File: src/rtl/lru_cache_pkg.sv
// Shared encodings for the fully associative LRU cache: request opcodes and FSM states.
package lru_cache_pkg;

  typedef enum logic [1:0] {
    OP_READ  = 2'd0,
    OP_WRITE = 2'd1,
    OP_INVAL = 2'd2,
    OP_RSVD  = 2'd3
  } op_e;

  typedef enum logic {
    ST_IDLE = 1'b0,
    ST_WB   = 1'b1
  } state_e;

endpackage

File: src/rtl/lru_assoc_cache_match.sv
// Parallel tag compare over the recency stack. Produces the hit index and the
// per-position enables used to promote/insert (shift down) or invalidate (shift up).
module lru_match_unit #(
  parameter int NUM_LINES = 4,
  parameter int TAG_WIDTH = 8,
  parameter int IW        = $clog2(NUM_LINES)
) (
  input  logic [NUM_LINES-1:0][TAG_WIDTH-1:0] tag_i,
  input  logic [NUM_LINES-1:0]                vld_i,
  input  logic [TAG_WIDTH-1:0]                req_tag_i,
  output logic                                hit_o,
  output logic [IW-1:0]                       idx_o,
  output logic [NUM_LINES-1:0]                dn_en_o,
  output logic [NUM_LINES-1:0]                up_en_o
);

  logic [NUM_LINES-1:0] match_oh;

  for (genvar g = 0; g < NUM_LINES; g++) begin : g_pos
    assign match_oh[g] = vld_i[g] && (tag_i[g] == req_tag_i);
    // Miss shifts every position down (insert at MRU); hit shifts only 1..k.
    assign dn_en_o[g]  = (g != 0) && (!hit_o || (IW'(g) <= idx_o));
    assign up_en_o[g]  = hit_o && (IW'(g) >= idx_o);
  end

  assign hit_o = |match_oh;

  always_comb begin
    idx_o = '0;
    for (int i = 0; i < NUM_LINES; i++)
      if (match_oh[i]) idx_o = IW'(i);
  end

endmodule

File: src/rtl/lru_assoc_cache.sv
// Fully associative true-LRU cache; position 0 is MRU. Dirty-victim writeback is
// enabled by LRU_CACHE_WRITEBACK_EN, otherwise the cache runs write-through.
module lru_assoc_cache
  import lru_cache_pkg::*;
#(
  parameter int NUM_LINES   = 4,
  parameter int TAG_WIDTH   = 8,
  parameter int VALUE_WIDTH = 32
) (
  input  logic                               clk,
  input  logic                               rst,
  input  logic                               req_valid,
  output logic                               req_ready,
  input  logic [1:0]                         req_op,
  input  logic                               req_fill,
  input  logic [TAG_WIDTH-1:0]               req_tag,
  input  logic [VALUE_WIDTH-1:0]             req_wdata,
  output logic                               resp_valid,
  output logic                               resp_hit,
  output logic [VALUE_WIDTH-1:0]             resp_rdata,
  output logic                               wb_valid,
  input  logic                               wb_ready,
  output logic [TAG_WIDTH-1:0]               wb_tag,
  output logic [VALUE_WIDTH-1:0]             wb_data,
  output logic [$clog2(NUM_LINES+1)-1:0]     occupancy
);

  localparam int IW = $clog2(NUM_LINES);
  localparam int OW = $clog2(NUM_LINES+1);
`ifdef LRU_CACHE_WRITEBACK_EN
  localparam bit WB_EN = 1'b1;
`else
  localparam bit WB_EN = 1'b0;
`endif

  logic [NUM_LINES-1:0][TAG_WIDTH-1:0]   tag_q, tag_d;
  logic [NUM_LINES-1:0][VALUE_WIDTH-1:0] val_q, val_d;
  logic [NUM_LINES-1:0]                  vld_q, vld_d, dty_q, dty_d;
  logic [OW-1:0]                         occ_q, occ_d;
  logic                                  rsp_vld_q, rsp_hit_q;
  logic [VALUE_WIDTH-1:0]                rsp_rd_q;

  logic                 hit, acc, is_wr, is_inv, is_rd, victim_wb;
  logic [IW-1:0]        k;
  logic [NUM_LINES-1:0] dn_en, up_en;

  lru_match_unit #(.NUM_LINES(NUM_LINES), .TAG_WIDTH(TAG_WIDTH), .IW(IW)) u_match (
    .tag_i     (tag_q),
    .vld_i     (vld_q),
    .req_tag_i (req_tag),
    .hit_o     (hit),
    .idx_o     (k),
    .dn_en_o   (dn_en),
    .up_en_o   (up_en)
  );

  assign acc    = req_valid && req_ready;
  assign is_wr  = (req_op == OP_WRITE);
  assign is_inv = (req_op == OP_INVAL);
  assign is_rd  = !is_wr && !is_inv;

  always_comb begin
    tag_d     = tag_q;
    val_d     = val_q;
    vld_d     = vld_q;
    dty_d     = dty_q;
    occ_d     = occ_q;
    victim_wb = 1'b0;
    if (acc) begin
      if (is_inv) begin
        if (hit) begin
          for (int i = 0; i < NUM_LINES-1; i++)
            if (up_en[i]) begin
              tag_d[i] = tag_q[i+1];
              val_d[i] = val_q[i+1];
              vld_d[i] = vld_q[i+1];
              dty_d[i] = dty_q[i+1];
            end
          vld_d[NUM_LINES-1] = 1'b0;
          dty_d[NUM_LINES-1] = 1'b0;
          occ_d = occ_q - OW'(1);
        end
      end else if (is_wr || hit) begin
        for (int i = 1; i < NUM_LINES; i++)
          if (dn_en[i]) begin
            tag_d[i] = tag_q[i-1];
            val_d[i] = val_q[i-1];
            vld_d[i] = vld_q[i-1];
            dty_d[i] = dty_q[i-1];
          end
        tag_d[0] = req_tag;
        vld_d[0] = 1'b1;
        val_d[0] = is_wr ? req_wdata : val_q[k];
        dty_d[0] = is_wr ? (WB_EN && !req_fill) : dty_q[k];
        if (is_wr && !hit) begin
          if (!vld_q[NUM_LINES-1]) occ_d = occ_q + OW'(1);
          victim_wb = WB_EN && vld_q[NUM_LINES-1] && dty_q[NUM_LINES-1];
        end
      end
    end
  end

  always_ff @(posedge clk or negedge rst) begin
    if (!rst) begin
      tag_q     <= '0;
      val_q     <= '0;
      vld_q     <= '0;
      occ_q     <= '0;
      rsp_vld_q <= 1'b0;
      rsp_hit_q <= 1'b0;
      rsp_rd_q  <= '0;
    end else begin
      tag_q     <= tag_d;
      val_q     <= val_d;
      vld_q     <= vld_d;
      occ_q     <= occ_d;
      rsp_vld_q <= acc;
      rsp_hit_q <= acc && hit;
      rsp_rd_q  <= (acc && hit && is_rd) ? val_q[k] : '0;
    end
  end

  assign resp_valid = rsp_vld_q;
  assign resp_hit   = rsp_hit_q;
  assign resp_rdata = rsp_rd_q;
  assign occupancy  = occ_q;

`ifdef LRU_CACHE_WRITEBACK_EN
  state_e                 st_q, st_d;
  logic [TAG_WIDTH-1:0]   wbt_q;
  logic [VALUE_WIDTH-1:0] wbd_q;

  always_comb begin
    st_d = st_q;
    case (st_q)
      ST_IDLE: if (victim_wb) st_d = ST_WB;
      ST_WB:   if (wb_ready)  st_d = ST_IDLE;
      default: st_d = ST_IDLE;
    endcase
  end

  always_ff @(posedge clk or negedge rst) begin
    if (!rst) begin
      st_q  <= ST_IDLE;
      dty_q <= '0;
      wbt_q <= '0;
      wbd_q <= '0;
    end else begin
      st_q  <= st_d;
      dty_q <= dty_d;
      if (victim_wb) begin
        wbt_q <= tag_q[NUM_LINES-1];
        wbd_q <= val_q[NUM_LINES-1];
      end
    end
  end

  assign req_ready = (st_q == ST_IDLE);
  assign wb_valid  = (st_q == ST_WB);
  assign wb_tag    = wbt_q;
  assign wb_data   = wbd_q;
`else
  logic unused_wb;
  assign unused_wb = wb_ready ^ (^dty_d) ^ victim_wb;
  assign dty_q     = '0;
  assign req_ready = 1'b1;
  assign wb_valid  = 1'b0;
  assign wb_tag    = '0;
  assign wb_data   = '0;
`endif

endmodule

File: config.mk
export PLATFORM = sky130hd
export DESIGN_NAME = lru_assoc_cache
export DESIGN_NICKNAME = d
export VERILOG_FILES = /design/src/rtl/lru_cache_pkg.sv /design/src/rtl/lru_assoc_cache_match.sv /design/src/rtl/lru_assoc_cache.sv
export SDC_FILE = /design/constraint.sdc
export NUM_CORES = 1
export LEC_CHECK = 0
export CORE_ASPECT_RATIO = 1.25
export CORE_MARGIN = 3
export CORE_UTILIZATION = 25
export DETAILED_ROUTE_END_ITERATION = 7
export SYNTH_ARGS = -nofsm -noshare
export SYNTH_HDL_FRONTEND = slang
export SYNTH_SLANG_ARGS = --single-unit
File: constraint.sdc
create_clock -name clk -period 4.4 [get_ports clk]
set_input_delay 0.88 -clock clk [delete_from_list [all_inputs] [get_ports clk]]
set_output_delay 0.88 -clock clk [all_outputs]
set_load 0.005 [all_outputs]
== Word-level counts from Yosys, hierarchy flattened ==
Cells that the tools add are included.

* $add $sub $neg: 2
* Equal/unequal tests: 11
* Magnitude comparators: 7
* Reduce and logical (&&, ||, !) cells: 30
* Multiplexer cells: 37
* Bitwise gates (word level): 1

{| class="wikitable"
|+ Operator list
! cell !! count
|-
| 96-bit 2-to-1 mux || 3
|-
| 32-bit 2-to-1 mux || 8
|-
| 24-bit 2-to-1 mux || 3
|-
| 32-bit binary-select mux with 2-bit select || 1
|-
| 8-bit 2-to-1 mux || 5
|-
| 8-bit equality test || 4
|-
| 3-bit 2-to-1 mux || 5
|-
| 5-bit AND reduction || 3
|-
| 4-bit 2-to-1 mux || 3
|-
| 4-bit AND reduction || 3
|-
| 1-bit logical AND || 11
|-
| 2-bit nonzero test || 5
|-
| 2-bit by 1-bit != test with 1-bit output (second input constant) || 4
|-
| 1-bit 2-to-1 mux || 7
|-
| 1-bit by 2-bit greater-or-equal comparator with 1-bit output (first input constant) || 2
|-
| 2-bit <= comparator (first input constant) || 2
|-
| 1-bit logical OR || 4
|-
| 2-bit 2-to-1 mux || 2
|-
| 4-bit OR reduction || 1
|-
| 3-bit by 1-bit adder with 3-bit output (second input constant) || 1
|-
| 1-bit logical NOT || 3
|-
| 2-bit by 3-bit < comparator with 1-bit output (second input constant) || 1
|-
| 3-bit by 1-bit subtractor with 3-bit output (second input constant) || 1
|-
| 2-bit by 1-bit equality test with 1-bit output (second input constant) || 1
|-
| other kinds (5) || 5
|}

* Input port bits: 47
* Register bits: 201
* Logic and storage cells: 104

== Depth between registers and ports, before layout ==
* Depth in word-level cells: 10
* Mapped depth: 10
* Gate-level depth less buffers: 8

== Hierarchy ==
A second synthesis with hierarchy kept.

* Cell total of the unflattened synthesis: 986
* Area total of the unflattened synthesis: 10526.3 µm²

{| class="wikitable"
|+ By module, submodules not included
! module !! instances !! area an instance (µm²) !! cells each
|-
| lru_assoc_cache || 1 || 9939.5 || 913
|-
| lru_match_unit || 1 || 586.8 || 73
|}

== Worst setup path before layout ==
OpenSTA, ideal clock, no wires.

* Path type: in2reg
* Start: input req_tag[5]
* End: register val_q[86] (netlist bit)
* Setup slack: 1511 ps
* Path buffers: 2
* Stages on the path: 9
* Arrival: 2764 ps
* Library setup time: 125 ps
* Cell sequence: buf_2 > xnor2_1 > nand3_1 > nor3_4 > or2_2 > a21boi_1 > o22ai_2 > buf_6 > mux2_2

* Word-level cells in the longest chain between the ends: 9

{| class="wikitable"
|+ RTL lines
! what !! RTL line !! text
|-
| from (decl) || lru_assoc_cache.sv:16 || <nowiki>input logic [TAG_WIDTH-1:0] req_tag,</nowiki>
|-
| 8-bit equality test || lru_assoc_cache_match.sv:20 || <nowiki>assign match_oh[g] = vld_i[g] && (tag_i[g] == req_tag_i);</nowiki>
|-
| 1-bit logical AND || lru_assoc_cache_match.sv:20 ||
|-
| 1-bit 2-to-1 mux || lru_assoc_cache_match.sv:31 || <nowiki>if (match_oh[i]) idx_o = IW'(i);</nowiki>
|-
| 2-bit 2-to-1 mux (2 in series) || lru_assoc_cache_match.sv:31 ||
|-
| 2-bit greater-or-equal comparator / 2-bit <= comparator (equally long branches) || lru_assoc_cache_match.sv:23, lru_assoc_cache_match.sv:22 ||
|-
| 1-bit logical AND / 1-bit logical OR (equally long branches) || lru_assoc_cache_match.sv:23, lru_assoc_cache_match.sv:22 ||
|-
| 2-bit by 1-bit != test with 1-bit output (no source line) / 2-bit nonzero test (equally long branches) || n/a ||
|-
| 5-bit AND reduction (no source line) (*) || n/a ||
|-
| to (signal assigned) || lru_assoc_cache.sv:114 || <nowiki>val_q <= val_d;</nowiki>
|-
| to (decl) || lru_assoc_cache.sv:37 || <nowiki>logic [NUM_LINES-1:0][VALUE_WIDTH-1:0] val_q, val_d;</nowiki>
|}

Mark *: on every way between the ends. The rest lies on a longest branch, timed or not.
A chain may end at the register's enable or synchronous reset.

== Final worst setup path ==
* Start: input req_tag[7]
* End: register val_q[16] (netlist bit)

* Word-level cells in the longest chain between the ends: 10

{| class="wikitable"
|+ RTL lines
! what !! RTL line !! text
|-
| 8-bit equality test || lru_assoc_cache_match.sv:20 ||
|-
| 1-bit logical AND || lru_assoc_cache_match.sv:20 ||
|-
| 1-bit 2-to-1 mux || lru_assoc_cache_match.sv:31 ||
|-
| 2-bit 2-to-1 mux (2 in series) || lru_assoc_cache_match.sv:31 ||
|-
| 32-bit binary-select mux with 2-bit select || lru_assoc_cache.sv:93 || <nowiki>val_d[0] = is_wr ? req_wdata : val_q[k];</nowiki>
|-
| 32-bit 2-to-1 mux (not written as such) || lru_assoc_cache.sv:93 ||
|-
| 32-bit 2-to-1 mux || lru_assoc_cache.sv:93 ||
|-
| 96-bit 2-to-1 mux || lru_assoc_cache.sv:83 || <nowiki>end else if (is_wr || hit) begin</nowiki>
|-
| 96-bit 2-to-1 mux || lru_assoc_cache.sv:70 || <nowiki>if (is_inv) begin</nowiki>
|}

Several ways; a longest one is shown, not always the timed one. The select of a mux whose other input is x is not followed.

==> metrics.md <==
| Metric | Value |
|---|---|
| Cell area after layout | `0.0128 mm²` |
| First-pass GRT wire length | `45,000 µm` |
| Max Slew Vio Count | `0` |
| EDFF count, synth | `0` |
| Initial antenna violation count | `4` |
| Die height | `238 µm` |
| Startpoint types | `primary input` |
| Fin worst setup slack | `765 ps` |
| Mux cell area share after synthesis | `21.9%` |
| Slowest stage delay, CP | `740 ps` |
| I/O pin cnt | `126` |
| Post-Synthesis Cells | `991` |
| R2R Setup Slk | `1340 ps` |
| Cell variety after synth | `43` |
| Drt drc | `0` |
| Setup CP Type | `primary input to flip-flop` |
| Clk pin slew, worst setup/hold paths | `60 ps` |
| Buf/Inv on CP | `2` |
| Worst-path maximum fanout | `24` |
| Critical path cell sequence | `clkdlybuf4s50_1 -> xor2_1 -> nor4_1 -> nand4_1 -> and2_4 -> a41oi_4 -> buf_4 -> a211oi_1 -> a21o_1` |
| Simple-Gate Fraction of Synth Area | `4.36%` |
| N_diodes | `0` |
| Area leader, netlist | `dfrtp_1` |
| First-pass DRT Iterations | `5` |
| Layout Nets | `1,097` |
| Overflow after GRT | `0` |
| Synth Area in XOR/XNOR | `roughly 2.8%` |
| Largest family of logic cells by synthesized area | `multiplexers` |
| Ys async rst share | `between 90% and 100%` |
| CTS tree | `yes` |
| Cell row count | `between 80 and 90` |
| FF-to-FF Start | `tag_q[23]$_DFFE_PN0P_` |
| H-tree Lvls | `1` |
| Main flop type after synthesis | `dfrtp_1` |
| Min cycle time layout | `3630 ps` |
| Starting density of the core | `between 20% and 30%` |
| Adder-cell share of the synthesized area | `0.420%` |
| Hold Crit Start | `occupancy[2]$_DFFE_PN0P_` |
| Achievable Freq | `between 200 and 300 MHz` |
| PortBufs | `81` |
| Post-CTS Setup Repair Bufs | `0` |
| Yosys warning total | `0` |
| Vias in the first global route | `between 7,000 and 8,000` |
| Max_slew headroom | `about a third` |
| Worst Path Arrival | `4040 ps` |
| Pwr per Cell Area | `between 500 and 600 mW/mm²` |
| Reg2Reg Depth | `8` |
| Setup_tns | `0 ps` |
| Post_cts resized | `0` |
| Hold_buf cts | `0` |
| Worst Setup End Kind | `flip-flop` |
| Clock Latency Late Sink | `520 ps` |
| Hold EP | `occupancy[2]$_DFFE_PN0P_` |
| Post-DP HPWL | `17,800 µm` |
| Largest delay share family, worst path | `simple AND/OR/NAND/NOR gates` |
| Die width | `191 µm` |
| Final WL | `29,000 µm` |
| P&R area growth vs syn | `19.0%` |
| Clk_skew | `between 10 and 15 ps` |
| Share of cells above drive strength 1 | `around 18%` |
| CP required | `4810 ps` |
| DR vias | `7,649` |
| Worst r2r dst | `val_q[16]$_DFFE_PN0P_` |
| GRT Total Usage | `12.5%` |
| Largest cells by area after synthesis | `dfrtp_1, mux2_2, mux2i_1, a21o_1, buf_4` |
| Root Buffer | `clkbuf_16` |
| Leakage power | `0.00589 µW` |
| Sink Count | `201` |
| Clk buf depth | `3` |
| Routed Antenna Nets | `0` |
| CTS Buf Count | `22` |
| Area after DPL | `between 0.01 and 0.015 mm²` |
| DR WL/cell | `about 18 µm` |
| Worst Hold Class | `flip-flop to flip-flop` |
| Vias/cell | `roughly 4.7` |
| Slowest CP cell | `a41oi_4` |
| Final period util | `~83%` |
| Gpl congestion | `0.749` |
| Yosys reg bits | `201` |
| Core ar. | `0.0423 mm²` |
| Final hold violations | `0` |
| Compound-Gate Fraction of Synth Area | `16.1%` |
| Die area | `0.0454 mm²` |
| Pre-CTS WS | `267 ps` |
| Syn avg cell area | `10.8 µm²` |
| Worst-margin pin slew | `1010 ps` |
| Final setup viols | `0` |
| Unrepaired setup endpoints after global routing | `no` |
| Post-synthesis sequential area ratio | `46.9%` |
| Post-synth top area share | `between 40% and 50%` |
| Max cap viols | `0` |
| Mapped Area | `between 0.01 and 0.015 mm²` |
| Outcome | `finished, final reports clean` |
| Largest net degree at the start of global routing | `124` |
| Max VDD drop | `~0.00029 V` |
| Initial DRC count | `about 380` |
| Hold depth | `1` |
==> layer usage <==
metal  global-route usage [%]  vias to the layer above  wire, µm
li1                         -                     3553         -
met1                     15.0                     3856     11900
met2                     22.4                      185     14800
met3                     2.02                       47      1450
met4                     4.76                        8       791
met5                        0                        -        56
==> synthesized netlist by cell type (2+ instances only) <==
cell / number
inv_1: 32
o22ai_1: 32
nand2_1: 78
o31ai_1: 2
or3_1: 2
nor3_1: 5
a21o_1: 64
a211oi_1: 32
buf_6: 4
a21oi_1: 67
nand3_1: 3
mux2i_1: 93
mux2_2: 109
mux2_1: 17
buf_4: 48
nor2_1: 4
clkbuf_1: 42
xnor2_1: 26
nor2b_1: 2
nand4_1: 7
or2_2: 2
dfrtp_1: 201
xor2_1: 8
buf_2: 23
o21ai_0: 68
conb_1: 2
ha_1: 2
==> worst max-delay path by stage <==
stage | from | end | slack, ps | depth (start not counted)
finish | req_tag[7] | val_q[16]$_DFFE_PN0P_ | 770 | 9
global route | req_tag[7] | val_q[16]$_DFFE_PN0P_ | 570 | 9
CTS | req_tag[7] | val_q[17]$_DFFE_PN0P_ | 810 | 9
detailed placement | req_tag[7] | val_q[15]$_DFFE_PN0P_ | 270 | 9
global placement | req_tag[7] | val_q[11]$_DFFE_PN0P_ | 270 | 9
floorplan | req_tag[5] | val_q[86]$_DFFE_PN0P_ | 1510 | 9
==> area by class of cell <==
type	instances	area, µm²
Clock inverter	9	104
Timing Repair Buffer	110	1090
Fill cell	4330	29500
Multi-Input combinational cell	679	5090
Inverter	33	124
Tap cell	559	699
Sequential cell	201	5030
Clock buffer	29	628
==> cells in the final DEF, fill, tap and decap left out, types with 3 or more instances in the layout <==
cell	count
clkbuf_16	23
a21o_1	64
clkinv_2	4
mux2_2	109
xnor2_1	26
o22ai_1	32
buf_4	24
a211oi_1	32
clkbuf_8	4
nor2_1	4
nand4_1	7
dfrtp_1	201
nand3_1	3
o21ai_0	68
clkbuf_1	3
buf_12	5
xor2_1	8
mux2_1	17
nand2_1	78
inv_1	32
mux2i_1	93
nor3_1	4
conb_1	42
a21oi_1	66
clkdlybuf4s50_1	80
==> kinds of logic after synthesis <==
group                      count (synthesis)
AOI/OAI and AO/OA                        274
adders and majority gates                  3
other                                      2
DFF                                      201
and+or+nand+nor                          107
xor gates and xnor gates                  34
buffers and inverters                    151
muxes                                    219
==> state kept, by name, indices dropped and copies added (netlist names) <==
| signal | cells |
|---|---|
| occupancy | 3 |
| resp_hit | 1 |
| resp_rdata | 32 |
| resp_valid | 1 |
| tag_q | 32 |
| val_q | 128 |
| vld_q | 4 |
==> through the flow <==
step / hold WS, ps / power [µW] / cells / utilization, %
CTS: 468 / 6740 / 1620 / 30.2
global route: 476 / 7100 / 1620 / 30.2
global placement: 459 / 4730 / 1582 / 28.5
detailed placement: 456 / 4810 / 1582 / 28.5
floorplan: 465 / 4300 / 1031 / -
finish: 464 / 6670 / 1620 / 30.2
==> report_power, final <==
part,internal [µW],switching (µW)
sequential,2520,624
clock,1120,772
combinational,935,698
==> worst reg2reg max path, cell delays in order, from the launching register on <==
cell      delay (ps)
dfrtp_1          410
xor2_1           150
nor4_1           570
nand4_1          200
and2_4           210
a41oi_4          740
buf_4            430
a211oi_1          90
a21o_1           160
Power figures use the tool's default switching activity.
